[src/rtl/pq_pkg.sv]
// Shared types and widths for the hardware priority queue.
// A cell carries a timestamp (data) and an entry id; the reader FSM
// state type lives here so the insert side and tooling can share it.
package pq_pkg;

  localparam int unsigned TIME_WIDTH = 8;
  localparam int unsigned ID_WIDTH   = 4;
  // The payload of a queue cell is its timestamp.
  localparam int unsigned DATA_WIDTH = TIME_WIDTH;

  typedef struct packed {
    logic [DATA_WIDTH-1:0] data;
    logic [ID_WIDTH-1:0]   id;
  } cell_t;

  typedef enum logic [1:0] {
    RD_IDLE,
    RD_POP,
    RD_SETTLE
  } rd_state_e;

endpackage

[src/rtl/pq_time_base.sv]
// Free-running time base: a prescaler divides clk by PRESCALE and the
// now counter advances by one on each prescaler wrap (modulo 2^TIME_WIDTH).
// Shared by the insert and expiry sides of the priority queue.
module pq_time_base #(
  parameter int unsigned TIME_WIDTH = 8,
  parameter int unsigned PRESCALE   = 1
) (
  input  logic                  clk_i,
  input  logic                  rst_ni,
  output logic [TIME_WIDTH-1:0] now_o
);

  localparam int unsigned PS_W = (PRESCALE > 1) ? $clog2(PRESCALE) : 1;

  logic [PS_W-1:0]       presc_q;
  logic [TIME_WIDTH-1:0] now_q;
  logic                  tick;

  assign tick  = (presc_q == PS_W'(PRESCALE - 1));
  assign now_o = now_q;

  // Prescaler wraps at PRESCALE-1; each wrap advances the time base.
  // NOTE: sequential state uses non-blocking assignments so every register
  // samples the pre-edge values regardless of statement order.
  always_ff @(posedge clk_i or negedge rst_ni) begin
    if (!rst_ni) begin
      presc_q <= '0;
      now_q   <= '0;
    end else begin
      presc_q <= tick ? '0 : presc_q + PS_W'(1);
      if (tick) now_q <= now_q + TIME_WIDTH'(1);
    end
  end

endmodule

[src/rtl/pq_expiry_reader.sv]
// Consumer end of the priority queue: watches the head timestamp against
// the local time base, pops expired entries and presents {id,time} on a
// valid/ready port.
// Optional feature: define PQ_LATE_CNT_EN to count pops whose head was
// already past due (saturating 16-bit counter); otherwise late_cnt_o is 0.
module pq_expiry_reader
  import pq_pkg::*;
#(
  parameter int unsigned TIME_WIDTH = pq_pkg::TIME_WIDTH,
  parameter int unsigned ID_WIDTH   = pq_pkg::ID_WIDTH,
  parameter int unsigned PRESCALE   = 1,
  parameter int unsigned SETTLE_CYC = 1
) (
  input  logic                  clk_i,
  input  logic                  rst_ni,
  input  logic                  en_i,
  input  cell_t                 head_i,
  input  logic                  head_valid_i,
  output logic                  pop_o,
  output logic [TIME_WIDTH-1:0] now_o,
  output logic                  exp_valid_o,
  output logic [ID_WIDTH-1:0]   exp_id_o,
  output logic [TIME_WIDTH-1:0] exp_time_o,
  input  logic                  exp_ready_i,
  output logic [15:0]           late_cnt_o
);

  localparam int unsigned CNT_W = $clog2(SETTLE_CYC + 1);
  // Half of the time range: differences below this are in the past.
  localparam logic [TIME_WIDTH-1:0] HALF = {1'b1, {(TIME_WIDTH-1){1'b0}}};

  rd_state_e             state_q;
  logic [CNT_W-1:0]      cnt_q;
  logic                  pop_q;
  logic                  exp_valid_q;
  logic [ID_WIDTH-1:0]   exp_id_q;
  logic [TIME_WIDTH-1:0] exp_time_q;

  logic [TIME_WIDTH-1:0] now;
  logic [TIME_WIDTH-1:0] head_time;
  logic [TIME_WIDTH-1:0] diff;
  logic                  expired;
  logic                  out_free;
  logic                  transfer;
  logic                  go;

  pq_time_base #(
    .TIME_WIDTH (TIME_WIDTH),
    .PRESCALE   (PRESCALE)
  ) u_time_base (
    .clk_i  (clk_i),
    .rst_ni (rst_ni),
    .now_o  (now)
  );

  assign head_time = TIME_WIDTH'(head_i.data);
  // Wrap-safe: a head is due when now is at most half the range past it.
  assign diff      = now - head_time;
  assign expired   = (diff < HALF);
  assign transfer  = exp_valid_q & exp_ready_i;
  assign out_free  = ~exp_valid_q | exp_ready_i;
  assign go        = (state_q == RD_IDLE) & en_i & head_valid_i & expired & out_free;

  // Reader FSM with registered pop strobe and output register. The settle
  // counter is loaded on entry to POP and counts SETTLE_CYC..1 across POP
  // and SETTLE, so the next head evaluation is SETTLE_CYC+1 cycles after
  // the previous one.
  always_ff @(posedge clk_i or negedge rst_ni) begin
    if (!rst_ni) begin
      state_q     <= RD_IDLE;
      cnt_q       <= '0;
      pop_q       <= 1'b0;
      exp_valid_q <= 1'b0;
      exp_id_q    <= '0;
      exp_time_q  <= '0;
    end else begin
      // NOTE: a later non-blocking assignment in the same block wins, so a
      // POP reload below overrides this clear for back-to-back transfers.
      if (transfer) exp_valid_q <= 1'b0;
      case (state_q)
        RD_IDLE: begin
          if (go) begin
            state_q <= RD_POP;
            pop_q   <= 1'b1;
            cnt_q   <= CNT_W'(SETTLE_CYC);
          end
        end
        RD_POP: begin
          pop_q       <= 1'b0;
          exp_valid_q <= 1'b1;
          exp_id_q    <= ID_WIDTH'(head_i.id);
          exp_time_q  <= head_time;
          if (cnt_q == CNT_W'(1)) begin
            state_q <= RD_IDLE;
          end else begin
            state_q <= RD_SETTLE;
            cnt_q   <= cnt_q - CNT_W'(1);
          end
        end
        RD_SETTLE: begin
          if (cnt_q == CNT_W'(1)) state_q <= RD_IDLE;
          else                    cnt_q   <= cnt_q - CNT_W'(1);
        end
        default: begin
          state_q <= RD_IDLE;
          pop_q   <= 1'b0;
        end
      endcase
    end
  end

  assign pop_o       = pop_q;
  assign now_o       = now;
  assign exp_valid_o = exp_valid_q;
  assign exp_id_o    = exp_id_q;
  assign exp_time_o  = exp_time_q;

`ifdef PQ_LATE_CNT_EN
  logic [15:0] late_q;

  // Count pops whose head was strictly past due; saturates at all-ones.
  always_ff @(posedge clk_i or negedge rst_ni) begin
    if (!rst_ni) begin
      late_q <= '0;
    end else if (go && (diff != '0) && (late_q != 16'hFFFF)) begin
      late_q <= late_q + 16'd1;
    end
  end

  assign late_cnt_o = late_q;
`else
  assign late_cnt_o = 16'h0;
`endif

endmodule

[config.mk]
export PLATFORM = sky130hd
export DESIGN_NAME = pq_expiry_reader
export DESIGN_NICKNAME = d
export VERILOG_FILES = /design/src/rtl/pq_pkg.sv /design/src/rtl/pq_time_base.sv /design/src/rtl/pq_expiry_reader.sv
export SDC_FILE = /design/constraint.sdc
export NUM_CORES = 1
export LEC_CHECK = 0
export CELL_PAD_IN_SITES_DETAIL_PLACEMENT = 1
export CELL_PAD_IN_SITES_GLOBAL_PLACEMENT = 1
export CORE_MARGIN = 5
export CORE_UTILIZATION = 35
export DETAILED_ROUTE_END_ITERATION = 8
export HOLD_SLACK_MARGIN = 0.02
export PLACE_DENSITY = 0.83
export SYNTH_ARGS = -nofsm -noshare
export SYNTH_HDL_FRONTEND = slang
export SYNTH_HIERARCHICAL = 1
export SYNTH_SLANG_ARGS = --single-unit
[constraint.sdc]
create_clock -name clk_i -period 2.7 [get_ports clk_i]
set_input_delay 0.27 -clock clk_i [delete_from_list [all_inputs] [get_ports clk_i]]
set_output_delay 0.27 -clock clk_i [all_outputs]
set_load 0.01 [all_outputs]
== After elaboration in Yosys (flattened, before gate mapping) ==
Index checks and enable logic that the tools add are counted.
Word-level totals
  output and inout port bits: 38
  flip-flop bits (word level): 26
Cells by class
  reductions and logical operators: 7
  $add $sub $neg: 4
  mux-type cells: 11
  equal/unequal tests: 4
  bitwise logic cells: 8
  $lt $le $gt $ge: 1
Operators by type and width (count)
  $add A8 B1 Y8 const B: 1
  $lt A8 B8 Y1 const B: 1
  $sub A8 B8 Y8: 1
  $mux W2: 3
  $pmux W2 S3: 1
  $reduce_and A2 Y1: 3
  $and A1 B1 Y1: 5
  $mux W1: 5
  $ne A2 B2 Y1 const B: 2
  $pmux W1 S2: 2
  $reduce_bool A2 Y1: 2
  $eq A2 B1 Y1 const B: 1
  $eq A2 B2 Y1 const B: 1
  $logic_not A2 Y1: 1
  $not A1 Y1: 2
  $reduce_or A2 Y1: 1
  $add A1 B1 Y1 const B: 1
  $or A1 B1 Y1: 1
  $sub A1 B1 Y1 const B: 1

== Logic depth before layout (Yosys ltp) ==
Gate-level depths: netlist (run 1).
  depth in word-level cells: 7
  mapped depth: 8

== Hierarchy ==
The synthesis (run 1) kept the hierarchy.
By module, submodules not included
  pq_expiry_reader: instances 1, area an instance 1046.0 sq um, cells each 95
  pq_time_base: instances 1, area an instance 316.6 sq um, cells each 24

== Least setup slack after synthesis (run 1) ==
Ideal clock, no wire load.
  path type: reg-to-reg
  from: register u_time_base.now_q[2], in the netlist u_time_base/now_o[2]
  to: register state_q[0]
  slack: 0.795 ns
  arrival: 1.780 ns
  required time: 2.575 ns
  stages on the path, launching flop included: 8
  clock period less this slack: 1.905 ns
  buffers on the path: 0
  path through: dfrtp_1 -> ha_1 -> a21oi_2 -> o21ai_1 -> a21oi_2 -> mux2i_2 -> a21oi_2 -> mux2_4
On the way
  cells in the longest elaborated chain, start to end: 6
Ends and longest elaborated chain
  start: declaration: RTL line pq_time_base.sv:16  | logic [TIME_WIDTH-1:0] now_q;
  start signal: assignment: RTL line pq_time_base.sv:31  | if (tick) now_q <= now_q + TIME_WIDTH'(1);
  $sub A8 B8 Y8: RTL line pq_expiry_reader.sv:58  | assign diff = now - head_time;
  $lt A8 B8 Y1: RTL line pq_expiry_reader.sv:59  | assign expired = (diff < HALF);
  $and A1 B1 Y1 (2 in a row): RTL line pq_expiry_reader.sv:62  | assign go = (state_q == RD_IDLE) & en_i & head_valid_i & expired & out_free;
  $ne A2 B2 Y1 (no line)
  $reduce_and A2 Y1 (no line)
  end signal: assignment: RTL line pq_expiry_reader.sv:70  | state_q <= RD_IDLE;
  end signal: assignment: RTL line pq_expiry_reader.sv:83  | state_q <= RD_POP;
  end signal: assignment: RTL line pq_expiry_reader.sv:94  | state_q <= RD_IDLE;
  end: declaration: RTL line pq_expiry_reader.sv:32  | rd_state_e state_q;
Every way passes these cells.
A chain may end at the register's enable or synchronous reset.

== Final worst setup path (run 1) ==
  from: input port head_i[8] (netlist name)
  to: register state_q[0]
On the way
  cells in the longest elaborated chain, start to end: 6
Ends and longest elaborated chain
  start: declaration: RTL line pq_expiry_reader.sv:17  | input cell_t head_i,
  $sub A8 B8 Y8: RTL line pq_expiry_reader.sv:58
  $lt A8 B8 Y1: RTL line pq_expiry_reader.sv:59
  $and A1 B1 Y1 (2 in a row): RTL line pq_expiry_reader.sv:62
  $ne A2 B2 Y1 (no line)
  $reduce_and A2 Y1 (no line)
Every way passes these cells.

==> results.json, run 1 <==
{
  "status": "finished, final reports clean",
  "synthTopCellsByCount": "dfrtp_1, buf_4, mux2_2, ha_1, inv_1",
  "clk-insertion-delay-late_ns": 0.26,
  "root_buffer": "clkbuf_8",
  "power.leakage_nw": 0.826,
  "hpwl_um": 2420,
  "grt_usage_pct": 12.6,
  "crit_slowest_cell": "clkdlybuf4s50_1",
  "crit_fanout": 4,
  "rr_endpoint": "state_q[0]$_DFFE_PN0P_",
  "ant_nets": 0,
  "utilization_pct": 48.1,
  "place.gp.congestion": 0.741,
  "vdd_ir_drop_max_mv": 0.359,
  "yosysMostFrequentCell": "dfrtp_1",
  "cp_cell_sequence": "clkdlybuf4s50_1, inv_1, ha_1, a21oi_1, o21ai_1, a21oi_2, mux2i_2, a21oi_2, mux2_4",
  "seq_power_share_pct": 40.3,
  "clock_power_share_pct": 16.2,
  "maxSlewViolCount": 0,
  "wirelength_um": 3040,
  "p_sw_mw": 0.411,
  "cts_setup_buffers": 0,
  "max-cap-violations": 0,
  "final-hold-violation-count": 0,
  "ys.flop_type": "dfrtp_1",
  "remaining_drc_errors": 0,
  "worstSetupStartpoint": "head_i[8]",
  "die_area_um2": 5240,
  "drive_gt1_share_pct": 15.0,
  "clock-sinks": 25,
  "max_freq_mhz": 474,
  "rsz0062_at_grt": "no",
  "ys_seq_elements": 25,
  "ys_types": 28,
  "critPathMaxStageDelay_ns": 0.50,
  "min_period_ns": 2.11,
  "fin_setup_tns_ns": 0,
  "seq_area_frac_synth_pct": 45.9,
  "worst_pin_slew_ns": 0.603,
  "regToRegSetupSlack_ns": 0.65,
  "cp-endpoint": "state_q[0]$_DFFE_PN0P_",
  "via_per_inst": 4.45,
  "start_util_pct": 36.7,
  "period_share_pct": 78.1,
  "synth_area_um2": 1360,
  "required_ns": 2.85,
  "holdBufCountCts": 0,
  "grt_pass1_wl_um": 5240,
  "antenna_found_initial": 0,
  "htreeDepth": 1,
  "end_kind": "register",
  "io_pins": 55,
  "p_per_area_nw_per_um2": 755,
  "fin_nets": 189,
  "routedWlPerCell_um": 14.6,
  "syn-instance-count": 119,
  "setup_violations": 0,
  "r2r_cells": 7,
  "synth_edf_count": 0,
  "dr.pass1.iters": 4,
  "drtIter0Drc": 21,
  "slew_headroom_pct": 59.8,
  "crit_path_start_kind": "input port",
  "post_synth.cell_area_avg_um2": 11.5,
  "coreArea_um2": 3720,
  "die-width_um": 72.4,
  "portBuffers": 38,
  "std_cell_rows": 22,
  "area.growth.synth_to_final_pct": 31.2,
  "cpMostUsedCell": "a21oi_2",
  "skew_ns": 0.00539,
  "globalRoute.totalOverflow": 0,
  "synth_area_leaders": "dfrtp_1, ha_1, mux2_2",
  "first_global_vias": 1074,
  "synth_top_area_share_pct": 45.9,
  "cp_top_family": "multiplexers",
  "critPathKind": "in2reg",
  "crit_buf_inv": 2,
  "clk_path_buf_depth": 2,
  "grt_max_degree": 26,
  "cts_buffers": 3,
  "r2r_start": "u_time_base/now_o[2]$_DFF_PN0_",
  "cts_tree": "done",
  "cts_resized": 0,
  "diodes": 0,
  "min_path_type": "in2async",
  "vias": 926,
  "yosys.area.top_type": "dfrtp_1",
  "cp_num_cells": 9,
  "p_comb_share_pct": 43.5,
  "die_h_um": 72.4,
  "internal_power_mw": 0.939,
  "path_clk_slew_ns": 0.09,
  "critPathArrivalTime_ns": 2.26,
  "ys_async_sr_fraction_pct": 100,
  "switching_share_pct": 30.4,
  "yosysWarnings": 6
}
[layout by cell type (no fill, tap or decap)]
| master | instances |
|---|---|
| mux2_4 | 1 |
| or2b_1 | 1 |
| nor2_1 | 5 |
| a21oi_1 | 2 |
| a21oi_2 | 3 |
| clkbuf_1 | 1 |
| nor3_2 | 1 |
| clkbuf_8 | 3 |
| and2b_1 | 1 |
| nor2b_1 | 2 |
| inv_1 | 9 |
| nand3_2 | 1 |
| xor2_1 | 4 |
| clkdlybuf4s50_1 | 38 |
| buf_4 | 1 |
| ha_1 | 11 |
| o21ai_1 | 2 |
| conb_1 | 16 |
| and2_1 | 1 |
| o21bai_1 | 1 |
| mux2i_2 | 1 |
| nand2b_1 | 2 |
| o311ai_2 | 1 |
| and3_1 | 1 |
| o22a_1 | 1 |
| mux2_2 | 12 |
| dfrtp_1 | 25 |
| nand3_1 | 4 |
| nand2_1 | 6 |
| xnor2_1 | 3 |
[cells by family (layout without fill, tap and decap cells)]
logic type / after synthesis / in the layout / synth area share [%]
muxes: 14 / 14 / 12.0
DFF: 25 / 25 / 45.9
AOI/OAI and AO/OA: 10 / 10 / 5.79
other: 1 / 16 / 0.275
buffers and inverters: 26 / 52 / 11.6
xor gates and xnor gates: 7 / 7 / 4.50
adders and majority gates: 11 / 11 / 10.1
and+or+nand+nor: 25 / 25 / 9.83
[sequential cells by signal, summed over array words and instances (netlist names)]
signal / count
exp_time_o: 8
u_time_base/now_o: 8
exp_id_o: 4
state_q: 2
cnt_q: 1
exp_valid_o: 1
pop_o: 1
[final cells by class]
cell class              instances  area [µm²]
repair buffers                 39         388
inverters                       9        33.8
fillers                       410        1930
well taps                      48        60.1
clock buffers                   4        45.0
flip-flops and latches         25         626
multi-input cells              83         636
[per-layer routing]
metal  track usage (%)  part of all wire (%)  up-vias
met2              23.5                    53       34
met1              14.2                    39      451
met4              2.46                  0.36        0
li1                  -                     -      439
met5                 0                     0        -
met3              4.02                   8.2        2
[power groups by stage]
stage	clock, mW	combinational, mW	sequential [mW]
2_1_floorplan	0	0.268	0.594
5_1_grt	0.250	0.638	0.562
3_5_place_dp	0	0.595	0.552
4_1_cts	0.231	0.599	0.547
3_3_place_gp	0	0.577	0.547
6_report	0.219	0.587	0.544
[worst min-delay path by stage]
stage	slack, ns	depth (start not counted)	end	startpoint
after detailed placement	0.49	1	exp_time_o[2]$_DFFE_PN0P_	exp_time_o[2]$_DFFE_PN0P_
after CTS	0.37	2	exp_id_o[1]$_DFFE_PN0P_	rst_ni
after global placement	0.49	1	exp_time_o[7]$_DFFE_PN0P_	exp_time_o[7]$_DFFE_PN0P_
after floorplan	-0.03	0	cnt_q$_DFFE_PN0P_	rst_ni
after global routing	0.40	2	exp_id_o[1]$_DFFE_PN0P_	rst_ni
final	0.36	2	exp_time_o[3]$_DFFE_PN0P_	rst_ni
[stage by stage]
step	hold WS, ns	worst slack, ns	cells	area (µm²)	power (mW)
CTS	0.375	0.578	208	1790	1.38
detailed placement	0.495	0.323	204	1740	1.15
global route	0.397	0.482	208	1790	1.45
finish	0.365	0.592	208	1790	1.35
floorplan	-0.0256	0.795	134	1420	0.862
global placement	0.491	0.399	204	1740	1.12
Note: power is estimated with default switching activity, not from simulation.
==> inputs of run 2 (changes only) <==
Settings changed: CORE_UTILIZATION 35 to 29, PLACE_DENSITY 0.83 to 0.73.
Clock period 2.7 ns to 1.9 ns, I/O delays scaled along.
==> run 2 against run 1 <==
Largest cell class unchanged. Critical endpoint unchanged. Highest routed layer unchanged. Combinational power rose by 48%. Hold slack worse by 0.15 ns. Utilization down 6.1 points. Clock skew barely moved. Sequential share of layout area down 2.7 points.
==> results.json, run 2 (synthesis gave the netlist of run 1 again) <==
{
  "start_util_pct": 29.4,
  "worst_slack_ns": 0.0962,
  "m1WireLength_um": 1240,
  "crit_slowest_cell": "dfrtp_2",
  "crit_fanout": 3,
  "htreeDepth": 1,
  "maxSlewViolCount": 0,
  "routed.top_layer": "met4",
  "power.leakage_nw": 0.912,
  "die_area_um2": 6170,
  "dr.pass1.iters": 2,
  "place.gp.congestion": 0.749,
  "seq_power_share_pct": 39.7,
  "rr_endpoint": "state_q[0]$_DFFE_PN0P_",
  "die-width_um": 78.5,
  "critPathArrivalTime_ns": 1.96,
  "final-hold-violation-count": 0,
  "status": "finished, final reports clean",
  "root_buffer": "clkbuf_8",
  "worstSetupStartpoint": "u_time_base/now_o[2]$_DFF_PN0_",
  "end_kind": "register",
  "crit_path_start_kind": "register",
  "internal_power_mw": 1.35,
  "globalRoute.totalOverflow": 0,
  "io_pins": 55,
  "period_share_pct": 94.9,
  "std_cell_rows": 25,
  "antenna_found_initial": 0,
  "grt_pass1_wl_um": 5290,
  "portBuffers": 38,
  "via_per_inst": 4.31,
  "grt_max_degree": 26,
  "vdd_ir_drop_max_mv": 0.654,
  "holdBufCountCts": 0,
  "hpwl_um": 2570,
  "p_sw_mw": 0.600,
  "area.growth.synth_to_final_pct": 42.8,
  "setup_violations": 0,
  "switching_share_pct": 30.7,
  "p_per_area_nw_per_um2": 1000,
  "ant_nets": 0,
  "p_comb_share_pct": 44.4,
  "clk_path_buf_depth": 2,
  "critPathMaxStageDelay_ns": 0.44,
  "clock-sinks": 25,
  "routedWlPerCell_um": 14.5,
  "die_h_um": 78.5,
  "final_common_cell": "clkdlybuf4s50_1",
  "finalPower_mw": 1.95,
  "skew_ns": 0.00589,
  "wl_met3_um": 261,
  "r2r_cells": 7,
  "coreArea_um2": 4630,
  "wl_met2_um": 1730,
  "max-cap-violations": 0,
  "min_path_type": "in2reg",
  "first_global_vias": 1120,
  "cts_tree": "done",
  "cp_cell_sequence": "ha_4, a21oi_2, o21ai_2, a21oi_2, mux2i_2, a21oi_2, mux2_4",
  "r2r_start": "u_time_base/now_o[2]$_DFF_PN0_",
  "pre_cts_ws_ns": -0.350,
  "layout_common_cells": "clkdlybuf4s50_1, dfrtp_1, conb_1, mux2_2, buf_4",
  "vias": 962,
  "regToRegSetupSlack_ns": 0.1,
  "critPathKind": "reg2reg",
  "min_period_ns": 1.80,
  "cp-endpoint": "state_q[0]$_DFFE_PN0P_",
  "remaining_drc_errors": 0,
  "grt_usage_pct": 10.8,
  "clk-insertion-delay-late_ns": 0.26,
  "wirelength_um": 3240,
  "diodes": 0,
  "path_clk_slew_ns": 0.09,
  "drtIter0Drc": 10,
  "required_ns": 2.06,
  "cpMostUsedCell": "a21oi_2",
  "max_freq_mhz": 554,
  "drive_gt1_share_pct": 27.8,
  "cts_buffers": 3,
  "fin_nets": 198,
  "clock_power_share_pct": 15.9
}
==> run 2: cell count changes in the layout (fill, tap and decap cells not counted), moves of 3 or more <==
cell | previous run | this run
inv_2 | 0 | 3
ha_1 | 11 | 7
clkdlybuf4s50_1 | 38 | 33
dlymetal6s2s_1 | 0 | 5
buf_4 | 1 | 10
ha_4 | 0 | 4
inv_1 | 9 | 6
==> run 2: layout make-up <==
class	count	area (µm²)
Fill cell	509	2680
Multi-Input combinational cell	83	703
Inverter	9	33.8
Clock buffer	4	45.0
Timing Repair Buffer	48	468
Sequential cell	25	628
Tap cell	54	67.6
==> run 2: stage by stage <==
step                hold WS (ns)  TNS [ns]  cell area (µm²)  util, %  std cells
floorplan                 -0.106         0             1420        -        134
detailed placement         0.496     -1.19             1800     39.0        217
global route               0.215  -0.00768             1950     42.0        223
global placement           0.490     -1.02             1800     39.0        217
finish                     0.215         0             1950     42.0        223
CTS                        0.303         0             1900     41.0        221
==> run 2: worst max-delay path: cells and delay by family (launching register included) <==
family | cells | cell delay, ns
multiplexers | 2 | 0.58
AO/OA/AOI/OAI | 4 | 0.45
flip-flops | 1 | 0.44
adder cells (fa/ha/maj) | 1 | 0.22
==> run 2: worst min-delay path by stage <==
stage / start / to / slack [ns] / depth (start not counted)
2_1_floorplan: rst_ni / cnt_q$_DFFE_PN0P_ / -0.11 / 0
3_3_place_gp: exp_time_o[7]$_DFFE_PN0P_ / exp_time_o[7]$_DFFE_PN0P_ / 0.49 / 1
3_5_place_dp: exp_time_o[0]$_DFFE_PN0P_ / exp_time_o[0]$_DFFE_PN0P_ / 0.50 / 1
4_1_cts: rst_ni / u_time_base/now_o[4]$_DFF_PN0_ / 0.30 / 2
5_1_grt: head_i[9] / exp_time_o[5]$_DFFE_PN0P_ / 0.21 / 2
6_report: head_i[9] / exp_time_o[5]$_DFFE_PN0P_ / 0.21 / 2
==> run 2: layer usage <==
layer / up-vias / global-route usage (%)
met5: - / 0
met4: 0 / 1.57
met3: 2 / 3.78
met2: 35 / 20.5
met1: 467 / 11.6
li1: 458 / -
==> run 2: power groups by stage <==
stage	sequential, mW	combinational, mW	clock (mW)
after floorplan	0.845	0.380	0
after global placement	0.774	0.844	0
after detailed placement	0.784	0.868	0
after CTS	0.779	0.880	0.326
after global routing	0.804	0.945	0.351
final	0.776	0.867	0.310
==> run 2: what timing repair did <==
action / 4_1_cts / 5_1_grt
buffers inserted: 0 / 2
endpoints found under the setup margin: 3 / 3
gates resized for setup: 6 / 12
pin swaps: 1 / 4
==> inputs of run 3 (changes only) <==
Settings changed: GPL_ROUTABILITY_DRIVEN set to 0, HOLD_SLACK_MARGIN 0.02 to 0.05.
==> results of run 3 <==
Final layout, timing and power as in run 2 (identical DEF).
